[src/rtl/demux_pkg.sv]
// Shared constants for the 1-to-4 stream demultiplexer: channel count,
// select width and channel index names.
package demux_pkg;

    localparam int NUM_CH = 4;
    localparam int SEL_W  = 2;

    localparam logic [SEL_W-1:0] CH0 = 2'd0;
    localparam logic [SEL_W-1:0] CH1 = 2'd1;
    localparam logic [SEL_W-1:0] CH2 = 2'd2;
    localparam logic [SEL_W-1:0] CH3 = 2'd3;

endpackage

[src/rtl/demux_ch_reg.sv]
// One-entry valid/data register for a single demux output channel.
// can_load tells the producer side whether a beat can be written this cycle.
module demux_ch_reg #(
    parameter int N = 4
) (
    input  logic         clk,
    input  logic         rst_n,
    input  logic         load,
    input  logic [N-1:0] in_data,
    input  logic         out_ready,
    output logic         out_valid,
    output logic [N-1:0] out_data,
    output logic         can_load
);

    // A full register that is draining this cycle can take a new beat.
    assign can_load = !out_valid || out_ready;

    // NOTE: sequential state uses non-blocking assignments so every register
    // samples its inputs from before the edge, regardless of statement order.
    always_ff @(posedge clk or negedge rst_n) begin
        if (!rst_n) begin
            out_valid <= 1'b0;
            // NOTE: the data register is reset too, so a channel never shows
            // leftover payload from before a reset.
            out_data  <= '0;
        end else if (load) begin
            out_valid <= 1'b1;
            out_data  <= in_data;
        end else if (out_ready) begin
            out_valid <= 1'b0;
        end
    end

endmodule

[src/rtl/demux_1x4_stream.sv]
// 1-to-4 valid/ready stream demultiplexer with a one-entry register per channel.
// Define DEMUX_CNT_EN to add per-channel accepted-beat counters cnt0..cnt3.
module demux_1x4_stream
    import demux_pkg::*;
#(
    parameter int N     = 4,
    parameter int CNT_W = 8
) (
    input  logic             clk,
    input  logic             rst_n,
    input  logic [N-1:0]     in_data,
    input  logic [SEL_W-1:0] in_sel,
    input  logic             in_valid,
    output logic             in_ready,
    output logic [N-1:0]     out0_data,
    output logic [N-1:0]     out1_data,
    output logic [N-1:0]     out2_data,
    output logic [N-1:0]     out3_data,
    output logic             out0_valid,
    output logic             out1_valid,
    output logic             out2_valid,
    output logic             out3_valid,
    input  logic             out0_ready,
    input  logic             out1_ready,
    input  logic             out2_ready,
    input  logic             out3_ready
`ifdef DEMUX_CNT_EN
   ,output logic [CNT_W-1:0] cnt0,
    output logic [CNT_W-1:0] cnt1,
    output logic [CNT_W-1:0] cnt2,
    output logic [CNT_W-1:0] cnt3
`endif
);

    logic         ch_ready    [NUM_CH];
    logic         ch_valid    [NUM_CH];
    logic [N-1:0] ch_data     [NUM_CH];
    logic         ch_can_load [NUM_CH];
    logic         ch_load     [NUM_CH];
    logic         accept;

    assign ch_ready[CH0] = out0_ready;
    assign ch_ready[CH1] = out1_ready;
    assign ch_ready[CH2] = out2_ready;
    assign ch_ready[CH3] = out3_ready;

    assign out0_valid = ch_valid[CH0];
    assign out1_valid = ch_valid[CH1];
    assign out2_valid = ch_valid[CH2];
    assign out3_valid = ch_valid[CH3];
    assign out0_data  = ch_data[CH0];
    assign out1_data  = ch_data[CH1];
    assign out2_data  = ch_data[CH2];
    assign out3_data  = ch_data[CH3];

    // Readiness depends only on the addressed channel, never on in_valid.
    assign in_ready = ch_can_load[in_sel];
    assign accept   = in_valid && in_ready;

    for (genvar k = 0; k < NUM_CH; k++) begin : g_ch
        assign ch_load[k] = accept && (in_sel == SEL_W'(k));

        demux_ch_reg #(.N(N)) u_ch_reg (
            .clk       (clk),
            .rst_n     (rst_n),
            .load      (ch_load[k]),
            .in_data   (in_data),
            .out_ready (ch_ready[k]),
            .out_valid (ch_valid[k]),
            .out_data  (ch_data[k]),
            .can_load  (ch_can_load[k])
        );
    end

`ifdef DEMUX_CNT_EN
    logic [CNT_W-1:0] cnt_q [NUM_CH];

    // Counters wrap naturally at 2^CNT_W.
    always_ff @(posedge clk or negedge rst_n) begin
        if (!rst_n) begin
            for (int k = 0; k < NUM_CH; k++) cnt_q[k] <= '0;
        end else begin
            for (int k = 0; k < NUM_CH; k++) begin
                if (ch_load[k]) cnt_q[k] <= cnt_q[k] + 1'b1;
            end
        end
    end

    assign cnt0 = cnt_q[CH0];
    assign cnt1 = cnt_q[CH1];
    assign cnt2 = cnt_q[CH2];
    assign cnt3 = cnt_q[CH3];
`endif

endmodule

[config.mk]
export PLATFORM = sky130hd
export DESIGN_NAME = demux_1x4_stream
export DESIGN_NICKNAME = d
export VERILOG_FILES = /design/src/rtl/demux_pkg.sv /design/src/rtl/demux_ch_reg.sv /design/src/rtl/demux_1x4_stream.sv
export SDC_FILE = /design/constraint.sdc
export NUM_CORES = 1
export LEC_CHECK = 0
export CAP_MARGIN = 5
export CORE_ASPECT_RATIO = 0.75
export CORE_UTILIZATION = 36
export CTS_CLUSTER_DIAMETER = 40
export DETAILED_ROUTE_END_ITERATION = 6
export PLACE_DENSITY = 0.79
export SLEW_MARGIN = 20
export SYNTH_ARGS = -nofsm -noshare
export SYNTH_HDL_FRONTEND = slang
export SYNTH_SLANG_ARGS = --single-unit
[constraint.sdc]
create_clock -name clk -period 1.07 [get_ports clk]
set_input_delay 0.214 -clock clk [delete_from_list [all_inputs] [get_ports clk]]
set_output_delay 0.214 -clock clk [all_outputs]
set_load 0.02 [all_outputs]
==> flow_metrics.tcl <==
set metrics [dict create \
    clock_latency_ns 0.30 \
    hold_buffers 0 \
    numCtsBuffers 3 \
    layout-drive-gt1-share 0.695 \
    num_vias 675 \
    core_mm2 0.00205 \
    reg2reg_from "g_ch[1].u_ch_reg.out_valid" \
    ys_seq_area_frac 0.623 \
    period_share 1.55 \
    antenna_found_initial 0 \
    wl_met1_um 957 \
    synth_cell_type_count 13 \
    reg2reg_to "g_ch[1].u_ch_reg.out_data[1]" \
    gp_congestion 0.767 \
    syn_area_um2 803 \
    min_path_type "input port to async pin" \
    crit_slowest_cell "mux4_2" \
    critical_path_required_ns 0.86 \
    antennaDiodeCount 0 \
    final_util 0.763 \
    hold_slack_ns 0.244 \
    top_layer "met4" \
    reg2regPathDepth 5 \
    worst_pin_slew_ns 0.291 \
    violations "setup timing" \
    chipHeight_um 42.9 \
    pin_count 34 \
    dr.pass1.iters 4 \
    fin_ws_ns -0.589 \
    post-dp-hpwl_um 1480 \
    slew_viol_final 0 \
    drc_errors 0 \
    setup.worst_path.start_class "input port" \
    crit_arrival_ns 1.45 \
    die-area_mm2 0.00243 \
    die_w_um 56.5 \
    critical_path.max_fanout 2 \
    nNetsFinal 133 \
    post_drt_wl_per_cell_um 16.4 \
    peakVddDrop_v 0.00118 \
    portBuffers 33 \
    synth_area_leaders "dfrtp_1, mux2_2, nand2b_1" \
    fin_crit_ns 1.66 \
    grtUsageTotal 0.211 \
    yosysTopAreaCell "dfrtp_1" \
    fmax_mhz 603 \
    htreeDepth 1 \
    cp-startpoint "out2_ready" \
    end_kind "primary output" \
    multiInputGateArea_um2 393 \
    cp_top_family "buffers and inverters" \
    syn_avg_cell_area_um2 14.9 \
    crit_path_end "in_ready" \
    max_slew_margin 0.805 \
    rsz0062_at_grt "true" \
    grt_pass1_wl_um 3660 \
    clockBufferDepth 2 \
    row_count 14 \
    initial_core_util 0.392 \
    synth_warnings 0 \
    pwr_density_cell_mw_per_mm2 1530 \
    crit_cells 4 \
    drv_cap 0 \
    vias_per_cell 4.75 \
    postRouteAntennaNets 0 \
    fillers 125 \
    wl_met2_um 1260 \
    crit_path_cell_trace "clkdlybuf4s50_1, nand2b_1, mux4_2, buf_6" \
    setup_viol 22 \
    seqCellArea_um2 505 \
    dpl.cell_count 123 \
    synth_nets 67 \
    cp_num_buf_inv 2 \
    cts_sinks 20 \
    cts_tree "yes" \
    p_leak_nw 0.765 \
    r2r_slack_ns -0.28 \
    worst-setup-path-type "input port to primary output" \
    critPathMaxStageDelay_ns 0.48 \
    cts.clk_slew.worst_paths_ns 0.11 \
    wl_met3_um 87 \
    wl_um 2330 \
    synth_cells 54 \
    cts-root-buf "clkbuf_4" \
    clock_skew_ns 0.0117 \
    syn2layout_area_growth_pct 94.5 \
    outcome "finished, violations left" \
    drtIter0Drc 8 \
    ys_ff_latch 20 \
    hold_viol 0 \
    grt_max_degree 21 \
    synth_top_area_share 0.623 \
    final_cells 142 \
    overflow 0 \
    grt_pass1_vias 726 \
]
repair_timing:
item                       in CTS  in global routing
setup endpoints to repair      38                 38
resized for setup             119                 32
gates cloned                    0                  0
pin swaps                       2                  0
buffers inserted               12                  9
hold endpoints to repair        0                  0
worst min-delay path by stage:
stage                                   endpoint  slack [ns]  cells after the start                    startpoint
finish              g_ch[2].u_ch_reg.out_data[0]        0.24                      2                         rst_n
global route        g_ch[3].u_ch_reg.out_data[0]        0.24                      2                         rst_n
CTS                   g_ch[0].u_ch_reg.out_valid        0.25                      2                         rst_n
detailed placement  g_ch[0].u_ch_reg.out_data[1]        0.49                      1  g_ch[0].u_ch_reg.out_data[1]
global placement    g_ch[0].u_ch_reg.out_data[0]        0.49                      1  g_ch[0].u_ch_reg.out_data[0]
floorplan           g_ch[0].u_ch_reg.out_data[0]       -0.08                      0                         rst_n
through the flow:
step	cell area, µm²	setup WS [ns]	setup TNS (ns)	power (mW)
finish	1560	-0.589	-5.26	2.40
CTS	1410	-0.536	-4.23	2.21
global route	1560	-0.591	-6.37	2.51
detailed placement	1320	-0.961	-13.96	1.84
floorplan	856	-0.182	-2.19	1.36
global placement	1320	-0.916	-12.66	1.81
worst reg2reg max path, stage by stage, from the launching register on:
cell and delay, ns:
dfrtp_2 0.42, nand2b_1 0.09, buf_4 0.11, nor3b_4 0.17, buf_6 0.15, mux2_4 0.30
cells in the mapped netlist, drive strengths merged:
cell and number:
nand3b 1, mux2 16, and3 1, nand2 5, mux4 1, dfrtp 20, buf 1, o21ai 1
nand2b 4, nor3b 1, nor2b 2, nand3 1
power breakdown:
group          leakage [nW]  switching [mW]  internal (mW)
clock                0.0138           0.218          0.131
combinational         0.515           0.395          0.649
sequential            0.236           0.104          0.898
sequential cells by signal (all words and copies together), names as in the netlist:
register,cells
g_ch.u_ch_reg.out_valid,4
g_ch.u_ch_reg.out_data,16
per-layer routing:
metal / vias up / GRT usage
met5: - / 0
met3: 2 / 0.0671
met2: 18 / 0.400
met4: 0 / 0.0439
met1: 335 / 0.232
li1: 320 / -
final cells by class:
class | instances | share of cell area
Multi-Input combinational cell | 33 | 0.251
Sequential cell | 20 | 0.323
Clock buffer | 3 | 0.0144
Timing Repair Buffer | 62 | 0.392
Tap cell | 24 | 0.0192
cells in the final DEF, fill, tap and decap left out, drive strengths merged, types with 2 or more instances in the layout:
cell type and n:
dlygate4sd2 4, nor2b 2, nand2 5, buf 50, dfrtp 20, clkdlybuf4s50 8, mux2 16, nand2b 4
clkbuf 3
logic make-up after synthesis:
logic type             after synthesis  share of synthesized area
AO/OA/AOI/OAI                        1                    0.00622
buffers and inverters                1                    0.00622
multiplexers                        17                      0.252
flip-flops                          20                      0.623
AND/OR/NAND/NOR                     15                      0.112
(Power assumes the default switching activity.)
